`src/rtl/mux8_rr_sched_pkg.sv`:
```
// Shared constants, state encoding and helpers for the round-robin mux8 scheduler.
package mux8_rr_sched_pkg;

    localparam int N_REQ = 8;
    localparam int IDX_W = 3;
    localparam int CNT_W = 4;

    typedef enum logic {
        IDLE = 1'b0,
        BUSY = 1'b1
    } sched_state_t;

    function automatic logic [0:N_REQ-1] onehot(input logic [IDX_W-1:0] idx);
        logic [0:N_REQ-1] v;
        v      = '0;
        v[idx] = 1'b1;
        return v;
    endfunction

endpackage

```
`src/rtl/mux8.sv`:
```
// Eight-to-one single-bit multiplexer; select index is j0*4 + j1*2 + j2.
module mux8 (
    input  logic [0:7] i,
    input  logic       j2,
    input  logic       j1,
    input  logic       j0,
    output logic       o
);

    assign o = i[{j0, j1, j2}];

endmodule

```
`src/rtl/rr_pick8.sv`:
```
// Combinational round-robin picker: first set, non-excluded req bit searching from ptr upward (mod 8).
module rr_pick8
    import mux8_rr_sched_pkg::*;
(
    input  logic [0:N_REQ-1]   req,
    input  logic [IDX_W-1:0]   ptr,
    input  logic [0:N_REQ-1]   excl,
    output logic               any,
    output logic [IDX_W-1:0]   idx
);

    logic [IDX_W-1:0] cand;

    // Scan from the farthest offset down so the candidate closest to ptr is written last and wins.
    always_comb begin
        any  = 1'b0;
        idx  = '0;
        cand = '0;
        for (int k = N_REQ - 1; k >= 0; k--) begin
            cand = ptr + IDX_W'(k);
            if (req[cand] && !excl[cand]) begin
                any = 1'b1;
                idx = cand;
            end
        end
    end

endmodule

```
`src/rtl/mux8_rr_sched.sv`:
```
// Round-robin scheduler sharing one mux8 among eight requesters, with bounded bursts per grant.
module mux8_rr_sched
    import mux8_rr_sched_pkg::*;
#(
    parameter int BURST = 4
) (
    input  logic         clk,
    input  logic         reset_n,
    input  logic [0:7]   req,
    input  logic [0:7]   i,
    output logic [0:7]   gnt,
    output logic         j2,
    output logic         j1,
    output logic         j0,
    output logic         o,
    output logic         valid
);

    localparam logic [CNT_W-1:0] BURST_CNT = CNT_W'(BURST);

    sched_state_t       state;
    logic [IDX_W-1:0]   owner;
    logic [IDX_W-1:0]   ptr;
    logic [CNT_W-1:0]   cnt;

    logic               pick_any;
    logic [IDX_W-1:0]   pick_idx;
    logic [IDX_W-1:0]   pick_ptr;
    logic [0:N_REQ-1]   pick_excl;
    logic               others;
    logic               release_now;

    // While busy, the picker searches from the pointer the release is about to install.
    always_comb begin
        pick_ptr    = ptr;
        pick_excl   = '0;
        others      = |(req & ~onehot(owner));
        release_now = 1'b0;
        if (state == BUSY) begin
            pick_ptr    = owner + 3'd1;
            pick_excl   = onehot(owner);
            release_now = !req[owner] || ((cnt == BURST_CNT) && others);
        end
    end

    rr_pick8 u_pick (
        .req  (req),
        .ptr  (pick_ptr),
        .excl (pick_excl),
        .any  (pick_any),
        .idx  (pick_idx)
    );

    always_ff @(posedge clk or negedge reset_n) begin
        if (!reset_n) begin
            state <= IDLE;
            owner <= '0;
            ptr   <= '0;
            cnt   <= '0;
            gnt   <= '0;
            valid <= 1'b0;
        end else begin
            case (state)
                IDLE: begin
                    if (pick_any) begin
                        owner <= pick_idx;
                        gnt   <= onehot(pick_idx);
                        valid <= 1'b1;
                        cnt   <= CNT_W'(1);
                        state <= BUSY;
                    end
                end
                BUSY: begin
                    if (release_now) begin
                        ptr <= owner + 3'd1;
                        if (pick_any) begin
                            owner <= pick_idx;
                            gnt   <= onehot(pick_idx);
                            cnt   <= CNT_W'(1);
                        end else begin
                            gnt   <= '0;
                            valid <= 1'b0;
                            state <= IDLE;
                        end
                    end else if (cnt != BURST_CNT) begin
                        cnt <= cnt + CNT_W'(1);
                    end
                end
                default: state <= IDLE;
            endcase
        end
    end

    // Selects come straight off the owner flops, so they hold their value while idle.
    assign {j0, j1, j2} = owner;

    mux8 u_mux8 (
        .i  (i),
        .j2 (j2),
        .j1 (j1),
        .j0 (j0),
        .o  (o)
    );

endmodule

```
`config.mk`:
```
export PLATFORM = sky130hd
export DESIGN_NAME = mux8_rr_sched
export DESIGN_NICKNAME = d
export VERILOG_FILES = /design/src/rtl/mux8_rr_sched_pkg.sv /design/src/rtl/mux8.sv /design/src/rtl/rr_pick8.sv /design/src/rtl/mux8_rr_sched.sv
export SDC_FILE = /design/constraint.sdc
export NUM_CORES = 1
export LEC_CHECK = 0
export ABC_AREA = 0
export ABC_CLOCK_PERIOD_IN_PS = 6900
export BUFFER_PORTS_ARGS = -buffer_cell sky130_fd_sc_hd__buf_2
export CORE_UTILIZATION = 40
export DETAILED_ROUTE_END_ITERATION = 8
export GPL_ROUTABILITY_DRIVEN = 1
export PLACE_DENSITY = 0.6
export RECOVER_POWER = 100
export SKIP_CTS_REPAIR_TIMING = 1
export SLEW_MARGIN = 15
export SYNTH_ARGS = -nofsm -noshare
export SYNTH_HDL_FRONTEND = slang
export SYNTH_HIERARCHICAL = 1
export SYNTH_SLANG_ARGS = --single-unit
```
`constraint.sdc`:
```
create_clock -name clk -period 6.9 [get_ports clk]
set_clock_uncertainty 0.2 [all_clocks]
set_input_delay 1.035 -clock clk [delete_from_list [all_inputs] [get_ports clk]]
set_output_delay 1.035 -clock clk [all_outputs]
set_load 0.005 [all_outputs]
```
==> summary.txt, run 1 <==
Route
  – Via Count: 2415
  – Detailed-route DRC error count: 0
  – Wire per inst: 17.1 um
  – Via/cell ratio: 6.16
  – Total iterations of the first detailed-routing run: 4
  – Routed wire length: 6710 um
  – Detail Route Antenna Nets: 0
  – DR iter-0 viols: 223

Worst hold path
  – Cells on Worst Hold Path: 1
  – Hold WC Path Type: reg2reg
  – Worst Hold End: cnt[3]$_DFFE_PN0P_
  – Hold Crit Start: cnt[3]$_DFFE_PN0P_

Global route
  – Total grt overflow: 0
  – Initial antenna violation count: 0
  – Vias in the first global route: 2149
  – Largest net degree at the start of global routing: 21
  – First-pass GRT wire length: 10900 um
  – Total Routing Usage GR: 21.3%

Critical path
  – CP Class: reg2reg
  – Worst Setup End Kind: register
  – Critical Path Max Stage Delay: 0.61 ns
  – Largest delay share family, worst path: compound AO/OA/AOI/OAI gates
  – CP max FO: 17
  – Crit-path cells: ha_1 > nand2_1 > o21ai_0 > clkbuf_1 > clkinvlp_2 > ha_1 > or4b_1 > o31ai_1 > a21o_1 > a2111oi_2 > a2111oi_0 > o22a_1 > nand2_1 > or4_1 > nand3b_1
  – Flop2flop setup slack: 1.38 ns
  – Worst path slowest cell: dfrtp_1
  – Worst endpoint required time: 6.90 ns
  – Startpoint type of the worst setup path: register
  – R2R Path Start: owner[0]$_DFFE_PN0P_
  – Number of cells on the worst reg-to-reg path: 15
  – R2r endpoint: gnt[6]$_DFFE_PN0P_
  – Crit. Startpoint: owner[0]$_DFFE_PN0P_
  – Worst path buffer plus inverter count: 2
  – Critical Path AT: 5.52 ns

Finish
  – Cell area after layout: 0.00278 mm2
  – Final net count: 341
  – Most frequent cells in the layout: nand2_1, nor2_1, dfrtp_1
  – Commonest non-fill, non-tap cell in the layout: nand2_1
  – Share of layout cells above drive strength 1: 17.0%
  – Area Overhead vs Synth: 7.88%
  – Ant. Diodes: 0

Clocking
  – Clk sink count: 20
  – Root buf cell: clkbuf_8
  – H-tree depth: 1
  – Worst-path clk slew: 0.08 ns
  – CTS tree: built
  – TritonCTS Buffers: 3
  – Later-pin clock latency in the skew report: 0.26 ns
  – Max Root-Sink Buffers: 2

Timing
  – Final TNS setup: 0 ns
  – Final Critical Period: 5.52 ns
  – Final setup vio count: 0
  – Worst-Margin Slew: 1.13 ns
  – Slew HR: 24.5%
  – Final Hold Fails: 0
  – RSZ-0062 raised after global routing: no
  – Crit share post-route: 79.9%
  – FMAX: 0.181 GHz
  – Final slew viol count: 0

Floorplan
  – Die W: 82.2 um
  – Core ar.: 0.00606 mm2
  – Row cnt: 28
  – Die Span Y: 82.2 um
  – I/O pin total: 31
  – Initial Util: 42.5%
  – Die area: 0.00676 mm2

Yosys
  – Register area share after synthesis: 19.4%
  – Top cell type's share of synthesized area: 19.4%
  – Post-synth EDFFs: 0
  – Synth cell types: 67
  – Ys async rst share: 100%
  – Synthesized area: 0.00257 mm2
  – Syn_nets: 316
  – Synth top area cells: dfrtp_1, mux4_2, mux2i_1
  – Synth Flop Type: dfrtp_1
  – Mapped Avg Cell Area: 8.78 um2
  – Synth area leader: dfrtp_1
  – Synth warn: 6
  – Yosys reg bits: 20
  – Post-Syn Instances: 293

Placement
  – Gp weighted congestion: 0.900
  – Buffers on Ports: 30
  – Placed Area: 0.00275 mm2
  – HPWL after DPL: 5110 um

Flow run
  – Number of max-cap violations: 0

Run status
  – Status: complete, no violations
-- synthesized netlist by cell type, drive strengths merged, types with 2 or more instances --
cell type / n
o221ai: 2
o211ai: 10
nor4: 2
nand2b: 16
o211a: 2
a31o: 3
a211o: 2
xor2: 3
or2: 2
inv: 11
nand3: 6
nor2b: 11
or4: 2
mux4: 11
nor2: 24
nand4: 2
a221o: 4
dfrtp: 20
nand2: 28
mux2: 10
a22oi: 7
o32ai: 2
nand3b: 7
o32a: 2
o31ai: 4
a311oi: 2
clkbuf: 3
o2bb2ai: 2
o21ai: 12
a21oi: 6
and2: 7
a211oi: 5
ha: 5
a2111oi: 3
buf: 10
mux2i: 17
o22ai: 4
nor3: 6
-- stage by stage --
stage / cells / hold WS [ns] / util, % / setup slack [ns]
CTS: 392 / 0.306 / 46.3 / 2.20
global placement: 388 / 0.298 / 45.4 / 2.37
detailed placement: 388 / 0.296 / 45.4 / 2.23
floorplan: 293 / 0.268 / - / 3.04
finish: 392 / 0.307 / 45.8 / 1.38
global route: 392 / 0.337 / 45.8 / 0.982
-- worst register-to-register path: stages (launching register included) --
cell and delay, ns:
dfrtp_1 0.61, ha_1 0.41, nand2_1 0.08, o21ai_0 0.12, clkbuf_1 0.45, clkinvlp_2 0.46
ha_1 0.56, or4b_1 0.57, o31ai_1 0.14, a21o_1 0.31, a2111oi_2 0.12, a2111oi_0 0.49
o22a_1 0.31, nand2_1 0.12, or4_1 0.42, nand3b_1 0.09
-- state kept, by name (all words and copies together), names as in the netlist --
name and count:
ptr 3, state 1, owner 3, gnt 8, cnt 4, valid 1
-- layout make-up --
| type | instances | area, um2 |
|---|---|---|
| fillers | 624 | 3280 |
| flip-flops and latches | 20 | 500 |
| repair buffers | 33 | 154 |
| well taps | 75 | 93.8 |
| clock buffers | 4 | 55.1 |
| multi-input cells | 249 | 1930 |
| inverters | 11 | 47.5 |
-- routing by layer --
metal	vias up	GRT usage [%]	share of wire [%]
li1	1185	-	-
met1	1170	31.7	51
met2	55	33.8	45
met3	5	2.64	3.4
met4	0	2.28	0.57
met5	-	0	0
-- worst max-delay path by stage --
stage                                 endpoint  cells after the start
final                       gnt[6]$_DFFE_PN0P_                     15
after global routing      owner[1]$_DFFE_PN0P_                     14
after CTS                   gnt[6]$_DFFE_PN0P_                     15
after detailed placement    gnt[6]$_DFFE_PN0P_                     15
after global placement      gnt[0]$_DFFE_PN0P_                     14
after floorplan             gnt[6]$_DFFE_PN0P_                     15
-- cell families (layout without fill, tap and decap cells) --
| family | after synthesis | in the layout | synth area share, % |
|---|---|---|---|
| muxes | 38 | 38 | 21.2 |
| and+or+nand+nor | 119 | 119 | 24.4 |
| xor gates and xnor gates | 4 | 4 | 1.36 |
| buffers and inverters | 24 | 48 | 5.49 |
| AOI/OAI and AO/OA | 82 | 82 | 25.3 |
| DFF | 20 | 20 | 19.4 |
| adders and majority gates | 6 | 6 | 2.82 |
Power of run 1 is not shown: default switching activity piles up to over one toggle a cycle in this logic, so the estimate is an artifact.
==> run 2: changes to the inputs <==
--- a/config.mk
+++ b/config.mk
@@ -6,12 +6,12 @@
 export NUM_CORES = 1
 export LEC_CHECK = 0
 export ABC_AREA = 0
-export ABC_CLOCK_PERIOD_IN_PS = 6900
+export ABC_CLOCK_PERIOD_IN_PS = 4420
 export BUFFER_PORTS_ARGS = -buffer_cell sky130_fd_sc_hd__buf_2
 export CORE_UTILIZATION = 40
 export DETAILED_ROUTE_END_ITERATION = 8
 export GPL_ROUTABILITY_DRIVEN = 1
-export PLACE_DENSITY = 0.6
+export PLACE_DENSITY = 0.63
 export RECOVER_POWER = 100
 export SKIP_CTS_REPAIR_TIMING = 1
 export SLEW_MARGIN = 15
==> constraint.sdc (replaced) <==
create_clock -name clk -period 4.42 [get_ports clk]
set_clock_uncertainty 0.2 [all_clocks]
set_input_delay 0.663 -clock clk [delete_from_list [all_inputs] [get_ports clk]]
set_output_delay 0.663 -clock clk [all_outputs]
set_load 0.005 [all_outputs]
==> summary.txt, run 2 (synthesized netlist as in run 1, its figures left out) <==
Clocking
  – Clk sink count: 20 (unchanged)
  – Root buf cell: clkbuf_8 (unchanged)
  – Max Root-Sink Buffers: 2 (unchanged)
  – Later-pin clock latency in the skew report: 0.26 ns (about the same)
  – CTS tree: built (unchanged)
  – Worst-path clk slew: 0.08 ns (about the same)
  – H-tree depth: 1 (unchanged)
  – TritonCTS Buffers: 3 (unchanged)

Route
  – Via Count: 2479 (was 2415)
  – Via/cell ratio: 6.23 (was 6.16)
  – Detailed-route DRC error count: 0 (unchanged)
  – Total iterations of the first detailed-routing run: 5 (was 4)
  – Wire per inst: 17.3 um (was 17.1 um)
  – Routed wire length: 6900 um (was 6710 um)
  – DR iter-0 viols: 196 (was 223)
  – Detail Route Antenna Nets: 0 (unchanged)

Placement
  – Buffers on Ports: 30 (unchanged)
  – HPWL after DPL: 5340 um (was 5110 um)
  – Gp weighted congestion: 0.906 (was 0.900)

Finish
  – Footprint of the multi-input gates: 0.00193 mm2 (unchanged)
  – Most frequent cells in the layout: nand2_1, nor2_1, buf_2 (was nand2_1, nor2_1, dfrtp_1)
  – Ant. Diodes: 0 (unchanged)
  – Largest reg by FF count: gnt (unchanged)
  – Share of layout cells above drive strength 1: 19.5% (was 17.0%)
  – Register area: 502 um2 (was 500 um2)
  – Top Registers: gnt (8), cnt (4) (unchanged)
  – Commonest non-fill, non-tap cell in the layout: nand2_1 (unchanged)
  – Max reg flops: 8 (unchanged)
  – Area Overhead vs Synth: 9.82% (was 7.88%)
  – Final net count: 347 (was 341)
  – Fillers: 590 (was 624)

Global route
  – Initial antenna violation count: 0 (unchanged)
  – Total Routing Usage GR: 22.1% (was 21.3%)
  – Total grt overflow: 0 (unchanged)
  – Vias in the first global route: 2323 (was 2149)
  – First-pass GRT wire length: 11500 um (was 10900 um)
  – Largest net degree at the start of global routing: 21 (unchanged)

Timing
  – Crit share post-route: 93.6% (was 79.9%)
  – Worst-Margin Slew: 1.08 ns (was 1.13 ns)
  – Final TNS setup: 0 ns (unchanged)
  – Slew HR: 28.0% (was 24.5%)
  – Final Critical Period: 4.14 ns (was 5.52 ns)
  – Final setup vio count: 0 (unchanged)
  – RSZ-0062 raised after global routing: no (unchanged)
  – FMAX: 0.242 GHz (was 0.181 GHz)
  – Final slew viol count: 0 (unchanged)
  – Final Hold Fails: 0 (unchanged)

Critical path
  – Critical Path AT: 4.13 ns (was 5.52 ns)
  – R2R Path Start: owner[0]$_DFFE_PN0P_ (unchanged)
  – Worst endpoint required time: 4.41 ns (was 6.90 ns)
  – Flop2flop setup slack: 0.28 ns (was 1.38 ns)
  – Critical Path Max Stage Delay: 0.54 ns (was 0.61 ns)
  – CP max FO: 9 (was 17)
  – Worst Setup End Kind: register (unchanged)
  – Number of cells on the worst reg-to-reg path: 14 (was 15)
  – Largest delay share family, worst path: compound AO/OA/AOI/OAI gates (unchanged)
  – Worst path slowest cell: or4b_1 (was dfrtp_1)
  – Worst path buffer plus inverter count: 1 (was 2)
  – Crit-path cells: ha_1 > nand2_1 > o21ai_0 > inv_4 > ha_1 > or4b_1 > o31ai_1 > a21o_1 > a2111oi_2 > a2111oi_0 > o22a_1 > nand2_1 > or4_1 > nand3b_1 (was ha_1 > nand2_1 > o21ai_0 > clkbuf_1 > clkinvlp_2 > ha_1 > or4b_1 > o31ai_1 > a21o_1 > a2111oi_2 > a2111oi_0 > o22a_1 > nand2_1 > or4_1 > nand3b_1)
  – Startpoint type of the worst setup path: register (unchanged)
  – R2r endpoint: gnt[6]$_DFFE_PN0P_ (unchanged)
  – CP Class: reg2reg (unchanged)

Floorplan
  – Initial Util: 42.5% (unchanged)
  – Die Span Y: 82.2 um (unchanged)
  – Core ar.: 0.00606 mm2 (unchanged)
  – Row cnt: 28 (unchanged)
  – Die W: 82.2 um (unchanged)
  – I/O pin total: 31 (unchanged)
  – Die area: 0.00676 mm2 (unchanged)

Worst hold path
  – Worst Hold End: cnt[3]$_DFFE_PN0P_ (unchanged)
  – Hold WC Path Type: reg2reg (unchanged)
  – Hold Crit Start: cnt[3]$_DFFE_PN0P_ (unchanged)
  – Cells on Worst Hold Path: 1 (unchanged)

Run status
  – Status: complete, no violations (unchanged)

Flow run
  – Number of max-cap violations: 0 (unchanged)
run 2: worst max path at each step:
stage                         endpoint                  from  depth (start not counted)  slack [ns]
detailed placement  gnt[6]$_DFFE_PN0P_       state$_DFF_PN0_                         13        0.31
global placement    gnt[6]$_DFFE_PN0P_       state$_DFF_PN0_                         12        0.37
global route        gnt[0]$_DFFE_PN0P_  owner[1]$_DFFE_PN0P_                         14        0.08
CTS                 gnt[6]$_DFFE_PN0P_       state$_DFF_PN0_                         13        0.28
finish              gnt[6]$_DFFE_PN0P_  owner[0]$_DFFE_PN0P_                         14        0.28
floorplan           gnt[6]$_DFFE_PN0P_       state$_DFF_PN0_                         15        0.56
run 2: worst register-to-register path, delay by kind of cell, from the launching register on:
family / cells / cell delay [ns]
compound gates: 6 / 1.51
simple gates: 5 / 1.26
fa+ha+maj: 2 / 0.59
flops: 1 / 0.40
buf+inv: 1 / 0.11
run 2: routing by layer:
| layer | global-route usage (%) | part of all wire [%] |
|---|---|---|
| met1 | 30.5 | 46 |
| met5 | 0 | 0 |
| met3 | 2.86 | 5.2 |
| met4 | 1.75 | 1.7 |
| met2 | 38.0 | 47 |
run 2: area by class of cell:
type | count | share of cell area [%]
flip-flops and latches | 20 | 17.8
well taps | 75 | 3.32
repair buffers | 39 | 7.13
multi-input cells | 249 | 68.1
clock buffers | 4 | 1.95
inverters | 11 | 1.73
run 2: through the flow:
step	hold slack (ns)	setup slack (ns)	utilization [%]	cells	instance area [um2]
2_1_floorplan	0.167	0.556	-	293	2570
3_3_place_gp	0.303	0.371	46.1	394	2800
3_5_place_dp	0.304	0.313	46.1	394	2800
4_1_cts	0.155	0.277	47.0	398	2850
5_1_grt	0.347	0.0808	46.6	398	2830
6_report	0.317	0.281	46.6	398	2830
Power of run 2 is left out for the same reason.
==> run 3: changes to the inputs <==
==> constraint.sdc (replaced) <==
create_clock -name clk -period 4.42 [get_ports clk]
set_clock_uncertainty 0.2 [all_clocks]
set_input_delay 0.663 -clock clk [delete_from_list [all_inputs] [get_ports clk]]
set_output_delay 0.663 -clock clk [all_outputs]
set_load 0.01 [all_outputs]
==> summary.txt, run 3 (synthesized netlist as in run 1, its figures left out) <==
Run status
  – Status: complete, no violations (unchanged)

Global route
  – Total Routing Usage GR: 22.1% (unchanged)
  – Initial antenna violation count: 0 (unchanged)
  – First-pass GRT wire length: 11500 um (unchanged)
  – Total grt overflow: 0 (unchanged)
  – Vias in the first global route: 2323 (unchanged)
  – Largest net degree at the start of global routing: 21 (unchanged)

Timing
  – RSZ-0062 raised after global routing: no (unchanged)
  – FMAX: 0.242 GHz (unchanged)
  – Hold slack: 0.317 ns (about the same)
  – Worst-Margin Slew: 1.08 ns (unchanged)
  – Crit share post-route: 93.6% (unchanged)
  – Final TNS setup: 0 ns (unchanged)
  – Final Hold Fails: 0 (unchanged)
  – Final Critical Period: 4.14 ns (unchanged)
  – Final WS setup: 0.281 ns (unchanged)
  – Final slew viol count: 0 (unchanged)
  – Slew HR: 28.0% (unchanged)
  – Final setup vio count: 0 (unchanged)

Route
  – Detailed-route DRC error count: 0 (unchanged)
  – Wire per inst: 17.3 um (about the same)
  – Via Count: 2479 (unchanged)
  – Detail Route Antenna Nets: 0 (unchanged)
  – Routed wire length: 6900 um (about the same)
  – Via/cell ratio: 6.23 (unchanged)
  – Total iterations of the first detailed-routing run: 5 (unchanged)
  – DR iter-0 viols: 196 (unchanged)

Floorplan
  – Die Span Y: 82.2 um (unchanged)
  – Die area: 0.00676 mm2 (unchanged)
  – I/O pin total: 31 (unchanged)
  – Row cnt: 28 (unchanged)
  – Core ar.: 0.00606 mm2 (unchanged)
  – Initial Util: 42.5% (unchanged)
  – Die W: 82.2 um (unchanged)

Clocking
  – H-tree depth: 1 (unchanged)
  – Max Root-Sink Buffers: 2 (unchanged)
  – CTS tree: built (unchanged)
  – Later-pin clock latency in the skew report: 0.26 ns (about the same)
  – Clk sink count: 20 (unchanged)
  – Worst-path clk slew: 0.08 ns (about the same)
  – Root buf cell: clkbuf_8 (unchanged)
  – TritonCTS Buffers: 3 (unchanged)

Worst hold path
  – Hold WC Path Type: reg2reg (unchanged)
  – Hold Crit Start: cnt[3]$_DFFE_PN0P_ (unchanged)
  – Cells on Worst Hold Path: 1 (unchanged)
  – Worst Hold End: cnt[3]$_DFFE_PN0P_ (unchanged)

Critical path
  – Worst path slowest cell: or4b_1 (unchanged)
  – CP Class: reg2reg (unchanged)
  – Startpoint type of the worst setup path: register (unchanged)
  – Worst Setup End Kind: register (unchanged)
  – Critical Path Max Stage Delay: 0.54 ns (about the same)
  – R2R Path Start: owner[0]$_DFFE_PN0P_ (unchanged)
  – Worst endpoint required time: 4.41 ns (about the same)
  – CP max FO: 9 (unchanged)
  – Flop2flop setup slack: 0.28 ns (about the same)
  – Crit-path cells: ha_1 > nand2_1 > o21ai_0 > inv_4 > ha_1 > or4b_1 > o31ai_1 > a21o_1 > a2111oi_2 > a2111oi_0 > o22a_1 > nand2_1 > or4_1 > nand3b_1 (unchanged)
  – R2r endpoint: gnt[6]$_DFFE_PN0P_ (unchanged)
  – Crit. Startpoint: owner[0]$_DFFE_PN0P_ (unchanged)
  – Critical Path AT: 4.13 ns (about the same)
  – Number of cells on the worst reg-to-reg path: 14 (unchanged)

Finish
  – Final net count: 347 (unchanged)
  – Max reg flops: 8 (unchanged)
  – Area Overhead vs Synth: 9.77% (was 9.82%)
  – Most frequent cells in the layout: nand2_1, nor2_1, dfrtp_1, buf_2, mux2i_1 (was nand2_1, nor2_1, buf_2)
  – Commonest non-fill, non-tap cell in the layout: nand2_1 (unchanged)
  – Top Registers: gnt (8), cnt (4) (unchanged)
  – Ant. Diodes: 0 (unchanged)
  – Share of layout cells above drive strength 1: 19.2% (was 19.5%)
  – Fillers: 591 (was 590)
  – Largest reg by FF count: gnt (unchanged)

Placement
  – Buffers on Ports: 30 (unchanged)
  – HPWL after DPL: 5340 um (unchanged)
  – Pre-CTS setup slack: 0.313 ns (unchanged)
  – Gp weighted congestion: 0.906 (unchanged)

Flow run
  – Number of max-cap violations: 0 (unchanged)
-- run 3: changes by cell type in the layout (fill, tap and decap cells not counted), sizes merged --
cell	previous run	this run
buf	28	27
clkbuf	15	16
-- run 3: how the worst max path moves through the flow --
stage	end	slack [ns]
after CTS	gnt[6]$_DFFE_PN0P_	0.28
after detailed placement	gnt[6]$_DFFE_PN0P_	0.31
final	gnt[6]$_DFFE_PN0P_	0.28
after global routing	gnt[0]$_DFFE_PN0P_	0.08
after global placement	gnt[6]$_DFFE_PN0P_	0.37
after floorplan	gnt[6]$_DFFE_PN0P_	0.55
-- run 3: stage by stage --
stage               utilization [%]  cell area, um2  std cells
global placement               46.1            2800        394
finish                         46.6            2830        398
floorplan                         -            2570        293
global route                   46.6            2830        398
detailed placement             46.1            2800        394
CTS                            47.0            2850        398
-- run 3: layout make-up --
| cell class | instances | area (um2) | share of cell area, % |
|---|---|---|---|
| Multi-Input combinational cell | 249 | 1930 | 68.2 |
| Sequential cell | 20 | 502 | 17.8 |
| Timing Repair Buffer | 39 | 200 | 7.09 |
| Tap cell | 75 | 93.8 | 3.32 |
| Clock buffer | 4 | 55.1 | 1.95 |
| Inverter | 11 | 48.8 | 1.73 |
-- run 3: per-layer routing --
layer	vias to the layer above	wire length, um	track usage, %
met3	16	359	2.86
met1	1163	3150	30.5
met5	-	0	0
met4	0	115	1.75
li1	1201	-	-
met2	99	3280	38.0
-- run 3: critical path, delay by kind of cell, from the launching register on --
kind	cells	cell delay, ns
and+or+nand+nor	5	1.26
AOI/OAI and AO/OA	6	1.51
buffers and inverters	1	0.11
DFF	1	0.40
adders and majority gates	2	0.59
Power of run 3 is left out for the same reason.
